[config.mk]
export PLATFORM = sky130hd
export DESIGN_NAME = matmul_ctrl_flat
export DESIGN_NICKNAME = d
export VERILOG_FILES = /design/src/rtl/matmul_pkg.sv /design/src/rtl/matmul_ctrl_if.sv /design/src/rtl/matmul_ctrl.sv /design/src/flat_wrapper.sv
export SDC_FILE = /design/constraint.sdc
export NUM_CORES = 1
export LEC_CHECK = 0
export ABC_CLOCK_PERIOD_IN_PS = 2000
export CAP_MARGIN = 20
export CORE_MARGIN = 2
export CORE_UTILIZATION = 49
export DETAILED_ROUTE_END_ITERATION = 12
export HOLD_SLACK_MARGIN = 0.08
export PLACE_DENSITY = 0.78
export SYNTH_ARGS = -nofsm -noshare
export SYNTH_HDL_FRONTEND = slang
export SYNTH_SLANG_ARGS = --single-unit
[constraint.sdc]
create_clock -name clk_i -period 2 [get_ports clk_i]
set_clock_uncertainty 0.05 [all_clocks]
set_input_delay 0.3 -clock clk_i [delete_from_list [all_inputs] [get_ports clk_i]]
set_output_delay 0.3 -clock clk_i [all_outputs]
set_load 0.02 [all_outputs]
[src/rtl/matmul_pkg.sv]
// Shared types and default sizing for the systolic matmul controller.
package matmul_pkg;

   localparam int unsigned MATMUL_DIM   = 4;
   localparam int unsigned MATMUL_K_MAX = 16;

   typedef enum logic [2:0] {
      IDLE,
      CLEAR,
      FEED,
      DRAIN,
      WRITE,
      DONE
   } matmul_ctrl_state_t;

endpackage

[src/rtl/matmul_ctrl_if.sv]
// Control/handshake bundle between the matmul sequencer and the host/datapath side.
// The master modport is the sequencer; the slave modport is the host/datapath side.
interface matmul_intf import matmul_pkg::*; #(
   parameter int unsigned DIM   = MATMUL_DIM,
   parameter int unsigned K_MAX = MATMUL_K_MAX
);

   localparam int unsigned KW = $clog2(K_MAX + 1);
   localparam int unsigned AW = $clog2(K_MAX);
   localparam int unsigned RW = $clog2(DIM);

   logic          start_i;
   logic [KW-1:0] k_i;
   logic          abort_i;
   logic          busy_o;
   logic          done_o;
   logic          pe_clear_o;
   logic          op_rd_en_o;
   logic [AW-1:0] op_rd_addr_o;
   logic          pe_en_o;
   logic          op_zero_o;
   logic          res_wr_en_o;
   logic [RW-1:0] res_row_o;
   logic          res_ready_i;

   modport master (
      input  start_i, k_i, abort_i, res_ready_i,
      output busy_o, done_o, pe_clear_o, op_rd_en_o, op_rd_addr_o,
             pe_en_o, op_zero_o, res_wr_en_o, res_row_o
   );

   modport slave (
      output start_i, k_i, abort_i, res_ready_i,
      input  busy_o, done_o, pe_clear_o, op_rd_en_o, op_rd_addr_o,
             pe_en_o, op_zero_o, res_wr_en_o, res_row_o
   );

endinterface

[src/rtl/matmul_ctrl.sv]
// Sequencer for the DIM x DIM systolic matmul array: clear, feed K operands,
// drain the skew, then write DIM result rows under backpressure.
// Optional feature: define MATMUL_CTRL_PERF_EN to add the perf_cycles_o busy-cycle counter.
module matmul_ctrl import matmul_pkg::*; #(
   parameter int unsigned DIM   = MATMUL_DIM,
   parameter int unsigned K_MAX = MATMUL_K_MAX
) (
   input  logic        clk_i,
   input  logic        rst_ni,
`ifdef MATMUL_CTRL_PERF_EN
   output logic [31:0] perf_cycles_o,
`endif
   matmul_intf.master  bus
);

   localparam int unsigned KW = $clog2(K_MAX + 1);
   localparam int unsigned AW = $clog2(K_MAX);
   localparam int unsigned RW = $clog2(DIM);
   localparam int unsigned DW = $clog2(2 * DIM);

   localparam logic [KW-1:0] K_SAT      = KW'(K_MAX);
   localparam logic [DW-1:0] DRAIN_LAST = DW'(2 * DIM - 2);
   localparam logic [RW-1:0] ROW_LAST   = RW'(DIM - 1);

   matmul_ctrl_state_t state_q, state_d;

   logic [KW-1:0] k_q;
   logic [AW-1:0] kcnt_q;
   logic [DW-1:0] dcnt_q;
   logic [RW-1:0] row_q;

   logic start_acc;
   logic feed_last;
   logic drain_last;

   assign start_acc  = (state_q == IDLE) && bus.start_i && (bus.k_i != '0) && !bus.abort_i;
   assign feed_last  = (KW'(kcnt_q) == (k_q - KW'(1)));
   assign drain_last = (dcnt_q == DRAIN_LAST);

   // Next-state decode; abort from any active state wins over everything else.
   always_comb begin
      state_d = state_q;
      if (state_q != IDLE && bus.abort_i) begin
         state_d = IDLE;
      end else begin
         case (state_q)
            IDLE:    if (start_acc) state_d = CLEAR;
            CLEAR:   state_d = FEED;
            FEED:    if (feed_last) state_d = DRAIN;
            DRAIN:   if (drain_last) state_d = WRITE;
            WRITE:   if (bus.res_ready_i && row_q == ROW_LAST) state_d = DONE;
            DONE:    state_d = IDLE;
            default: state_d = IDLE;
         endcase
      end
   end

   // State register.
   always_ff @(posedge clk_i or negedge rst_ni) begin
      if (!rst_ni) state_q <= IDLE;
      else         state_q <= state_d;
   end

   // Phase counters run only while staying in their own phase, so any exit (including abort) zeroes them.
   always_ff @(posedge clk_i or negedge rst_ni) begin
      if (!rst_ni) begin
         k_q    <= '0;
         kcnt_q <= '0;
         dcnt_q <= '0;
         row_q  <= '0;
      end else begin
         if (start_acc) k_q <= (bus.k_i > K_SAT) ? K_SAT : bus.k_i;
         kcnt_q <= (state_q == FEED  && state_d == FEED)  ? kcnt_q + AW'(1) : '0;
         dcnt_q <= (state_q == DRAIN && state_d == DRAIN) ? dcnt_q + DW'(1) : '0;
         if (state_q == WRITE && state_d == WRITE) begin
            if (bus.res_ready_i) row_q <= row_q + RW'(1);
         end else begin
            row_q <= '0;
         end
      end
   end

   // pe_en covers the cycle after every read (FEED cycles 2..K) plus all of DRAIN.
   assign bus.busy_o       = (state_q != IDLE);
   assign bus.done_o       = (state_q == DONE);
   assign bus.pe_clear_o   = (state_q == CLEAR);
   assign bus.op_rd_en_o   = (state_q == FEED);
   assign bus.op_rd_addr_o = kcnt_q;
   assign bus.pe_en_o      = (state_q == FEED && kcnt_q != '0) || (state_q == DRAIN);
   assign bus.op_zero_o    = (state_q == DRAIN && dcnt_q != '0);
   assign bus.res_wr_en_o  = (state_q == WRITE);
   assign bus.res_row_o    = row_q;

`ifdef MATMUL_CTRL_PERF_EN
   logic [31:0] perf_q;

   // Busy-cycle counter: cleared on accepted start, saturating, held while idle.
   always_ff @(posedge clk_i or negedge rst_ni) begin
      if (!rst_ni)                           perf_q <= '0;
      else if (start_acc)                    perf_q <= '0;
      else if (state_q != IDLE && perf_q != '1) perf_q <= perf_q + 32'd1;
   end

   assign perf_cycles_o = perf_q;
`endif

endmodule

[src/flat_wrapper.sv]
// flat-port wrapper written by rule: the top's interface ports become plain ports
module matmul_ctrl_flat import matmul_pkg::*;
#(
   parameter int unsigned DIM   = MATMUL_DIM,
   parameter int unsigned K_MAX = MATMUL_K_MAX
)
  (clk_i, rst_ni, bus_start_i, bus_k_i, bus_abort_i, bus_res_ready_i, bus_busy_o, bus_done_o, bus_pe_clear_o, bus_op_rd_en_o, bus_op_rd_addr_o, bus_pe_en_o, bus_op_zero_o, bus_res_wr_en_o, bus_res_row_o);
  matmul_intf #(.DIM(DIM), .K_MAX(K_MAX)) bus_i ();
  input  logic clk_i;
  input  logic rst_ni;
  input wire logic [$bits(bus_i.start_i)-1:0] bus_start_i;
  input wire logic [$bits(bus_i.k_i)-1:0] bus_k_i;
  input wire logic [$bits(bus_i.abort_i)-1:0] bus_abort_i;
  input wire logic [$bits(bus_i.res_ready_i)-1:0] bus_res_ready_i;
  output wire logic [$bits(bus_i.busy_o)-1:0] bus_busy_o;
  output wire logic [$bits(bus_i.done_o)-1:0] bus_done_o;
  output wire logic [$bits(bus_i.pe_clear_o)-1:0] bus_pe_clear_o;
  output wire logic [$bits(bus_i.op_rd_en_o)-1:0] bus_op_rd_en_o;
  output wire logic [$bits(bus_i.op_rd_addr_o)-1:0] bus_op_rd_addr_o;
  output wire logic [$bits(bus_i.pe_en_o)-1:0] bus_pe_en_o;
  output wire logic [$bits(bus_i.op_zero_o)-1:0] bus_op_zero_o;
  output wire logic [$bits(bus_i.res_wr_en_o)-1:0] bus_res_wr_en_o;
  output wire logic [$bits(bus_i.res_row_o)-1:0] bus_res_row_o;
  assign bus_i.start_i = bus_start_i;
  assign bus_i.k_i = bus_k_i;
  assign bus_i.abort_i = bus_abort_i;
  assign bus_i.res_ready_i = bus_res_ready_i;
  assign bus_busy_o = bus_i.busy_o;
  assign bus_done_o = bus_i.done_o;
  assign bus_pe_clear_o = bus_i.pe_clear_o;
  assign bus_op_rd_en_o = bus_i.op_rd_en_o;
  assign bus_op_rd_addr_o = bus_i.op_rd_addr_o;
  assign bus_pe_en_o = bus_i.pe_en_o;
  assign bus_op_zero_o = bus_i.op_zero_o;
  assign bus_res_wr_en_o = bus_i.res_wr_en_o;
  assign bus_res_row_o = bus_i.res_row_o;
  matmul_ctrl #(.DIM(DIM), .K_MAX(K_MAX)) u_core (.clk_i(clk_i), .rst_ni(rst_ni), .bus(bus_i));
endmodule
==> flow_summary.json <==
{
  "run_status": "finished, final reports clean",
  "placed_area_um2": 1351,
  "synth_cell_types": 36,
  "antenna_found_initial": 0,
  "dp_hpwl_um": 1717,
  "critPathKind": "register to output port",
  "diodes": 0,
  "nNetsFinal": 158,
  "synth_seq_cells": 17,
  "dp_slack_ns": 0.04164,
  "track_usage": 0.2131,
  "slowest_stage": "clkdlybuf4s50_1",
  "worst_slew_pin_slew_ns": 0.3796,
  "finalSetupViolCount": 0,
  "r2r_slack_ns": 0.23,
  "crit_end": "bus_done_o",
  "clk_latency_ns": 0.28,
  "vias": 918,
  "cts_buffers": 3,
  "r2r_start": "u_core.k_q[0]$_DFFE_PN0P_",
  "critPathMaxStageDelay_ns": 0.59,
  "hold_path.class": "primary input to asynchronous set/reset pin",
  "gp_congestion": 0.7097,
  "area_growth_pct": 30.92,
  "final_max_slew_viol_count": 0,
  "cts.sinks": 17,
  "cts_tree": "yes",
  "powerDensity_nw_per_um2": 592.9,
  "layout_min_cycle_time_ns": 1.943,
  "path_cells": "and3b_1, clkdlybuf4s50_1",
  "fin_crit_sh": 0.9714,
  "drt-initial-drc-count": 14,
  "syn_nets": 127,
  "cts_buffer_depth": 2,
  "grt_pass1_vias": 939,
  "core_um2": 2002,
  "arrival_ns": 1.59,
  "cts_max_level": 1,
  "maxSlewHeadroom": 0.7465,
  "vdd_drop_max_mv": 0.3640,
  "initial_core_util": 0.5275,
  "ios": 23,
  "via_per_inst": 5.497,
  "drive_gt1_frac": 0.1643,
  "seq_area_frac_synth": 0.4028,
  "portBuffers": 22,
  "syn_avg_cell_area_um2": 9.600,
  "fmax_mhz": 514.7,
  "drc": 0,
  "path_max_fanout": 10,
  "die_h_um": 50.43,
  "cap_violations": 0,
  "endpoint_kind": "output port",
  "leakagePower_uw": 0.0006368,
  "hold_viol": 0,
  "crit_required_ns": 1.65,
  "drtAntennaViolNets": 0,
  "fin_ws_ns": 0.05728,
  "grt_pass1_wl_um": 4119,
  "post_cts_buffers": 0,
  "startpoint_type": "register",
  "syn_inst": 110,
  "design.die.area_um2": 2543,
  "cp-startpoint": "u_core.state_q[1]$_DFF_PN0_",
  "synth_area_um2": 1056,
  "wl_um": 2222,
  "firstDrtPassIters": 4,
  "cts-root-buf": "clkbuf_4",
  "rsz0062_at_grt": "no",
  "overflow": 0,
  "avgRoutedWirePerCell_um": 13.31,
  "die_w_um": 50.43,
  "num_rows": 16,
  "r2r_end": "u_core.state_q[0]$_DFF_PN0_",
  "synth_warnings": 0,
  "grt_max_degree": 18,
  "worstRegToRegCells": 6,
  "fin_tns_setup_ns": 0,
  "stdcell_area_um2": 1383,
  "cts.clk_slew.worst_paths_ns": 0.09
}
-- kinds of logic (layout without fill, tap and decap cells) --
kind of cell             after synthesis  count (layout)  share of synthesized area
AO/OA/AOI/OAI                         15              15                     0.1114
XOR/XNOR                               8               8                    0.06635
adder cells (fa/ha/maj)                7               7                    0.08293
buffers and inverters                 14              44                    0.05331
flip-flops                            17              17                     0.4028
AND/OR/NAND/NOR                       49              49                     0.2832
-- final cells by class --
type / count / area, um2
clock buffer: 4 / 26.28
fill: 154 / 619.3
inverter: 10 / 37.54
multi-input combinational: 79 / 576.8
sequential: 17 / 429.2
tap: 27 / 33.78
timing repair buffer: 30 / 279.0
-- cell usage in the layout, fill, tap and decap left out, types with 2 or more instances in the layout --
| master | synthesis | routed |
|---|---|---|
| a21oi_1 | 4 | 4 |
| buf_4 | 0 | 8 |
| clkbuf_4 | 0 | 3 |
| clkdlybuf4s15_1 | 0 | 2 |
| clkdlybuf4s50_1 | 0 | 16 |
| dfrtp_1 | 17 | 14 |
| dfrtp_2 | 0 | 3 |
| dlygate4sd2_1 | 0 | 3 |
| ha_1 | 7 | 7 |
| inv_1 | 10 | 10 |
| nand2_1 | 8 | 8 |
| nand2b_1 | 3 | 3 |
| nand3_1 | 2 | 2 |
| nand3b_1 | 2 | 2 |
| nand4_1 | 2 | 2 |
| nor2_1 | 8 | 7 |
| nor3_1 | 8 | 8 |
| nor3b_1 | 3 | 3 |
| o21ai_0 | 4 | 4 |
| or3_1 | 2 | 2 |
| xnor2_1 | 5 | 5 |
| xor2_1 | 3 | 3 |
-- registers in the layout, indices dropped and copies added, names as in the netlist --
signal,cells
u_core.k_q,5
u_core.bus.op_rd_addr_o,4
u_core.dcnt_q,3
u_core.state_q,3
u_core.bus.res_row_o,2
-- metal layers --
layer / global-route usage / vias up / wire length (um)
li1: - / 443 / -
met1: 0.2519 / 457 / 946
met2: 0.4013 / 16 / 1209
met3: 0.02679 / 2 / 53
met4: 0.05856 / 0 / 13
met5: 0 / - / 0
-- where the power goes --
part / internal [uW] / leakage, uW / switching [uW] / total, uW
registers: 372 / 0.000226 / 40.7 / 413
logic: 116 / 0.000396 / 111 / 227
clock network: 77.4 / 0.0000150 / 103 / 180
total: 565 / 0.000637 / 255 / 820
-- stage by stage --
stage / instances / utilization / hold slack (ns) / total power (uW)
detailed placement: 163 / 0.6750 / 0.4108 / 650.7
CTS: 167 / 0.6881 / 0.2876 / 827.4
global placement: 163 / 0.6750 / 0.4018 / 637.2
floorplan: 110 / - / -0.04559 / 555.0
finish: 167 / 0.6906 / 0.2836 / 819.8
global route: 167 / 0.6906 / 0.2963 / 875.8
-- cell usage after synthesis --
cell	instances	area (um2)
a211oi_2	1	12.51
a21o_1	1	7.510
a21oi_1	4	20.02
a22oi_1	1	7.510
a32o_1	1	10.01
and3b_1	1	8.760
and4bb_2	1	12.51
buf_2	3	15.01
clkbuf_1	1	3.750
dfrtp_1	17	425.4
ha_1	7	87.58
inv_1	10	37.54
nand2_1	8	30.03
nand2b_1	3	18.77
nand3_1	2	10.01
nand3_2	1	10.01
nand3b_1	2	15.01
nand4_1	2	12.51
nand4b_1	1	8.760
nor2_1	8	30.03
nor2b_1	1	6.260
nor3_1	8	40.04
nor3b_1	3	22.52
nor3b_2	1	12.51
nor4_2	1	12.51
nor4b_1	1	8.760
o211a_1	1	10.01
o211ai_4	1	21.27
o21ai_0	4	20.02
o22a_1	1	8.760
or2b_1	1	7.510
or3_1	2	12.51
or3b_2	1	8.760
or4_4	1	11.26
xnor2_1	5	43.79
xor2_1	3	26.28
-- worst min-delay path by stage --
stage	from	endpoint	cells past startpoint
after global placement	u_core.dcnt_q[0]$_DFF_PN0_	u_core.dcnt_q[0]$_DFF_PN0_	1
after global routing	rst_ni	u_core.bus.op_rd_addr_o[0]$_DFF_PN0_	2
final	rst_ni	u_core.bus.op_rd_addr_o[0]$_DFF_PN0_	2
after CTS	rst_ni	u_core.k_q[1]$_DFFE_PN0P_	2
after floorplan	rst_ni	u_core.bus.op_rd_addr_o[0]$_DFF_PN0_	0
after detailed placement	u_core.dcnt_q[0]$_DFF_PN0_	u_core.dcnt_q[0]$_DFF_PN0_	1
-- timing repair --
action	4_1_cts	5_1_grt
hold buffers	0	0
setup endpoints to repair	7	3
gates resized for setup	9	3
-- worst max-delay path: cells and delay by family (launching register included) --
family,cells,cell delay (ns)
DFF,1,0.49
and+or+nand+nor,1,0.23
buffers and inverters,1,0.59
(Power assumes the default switching activity.)
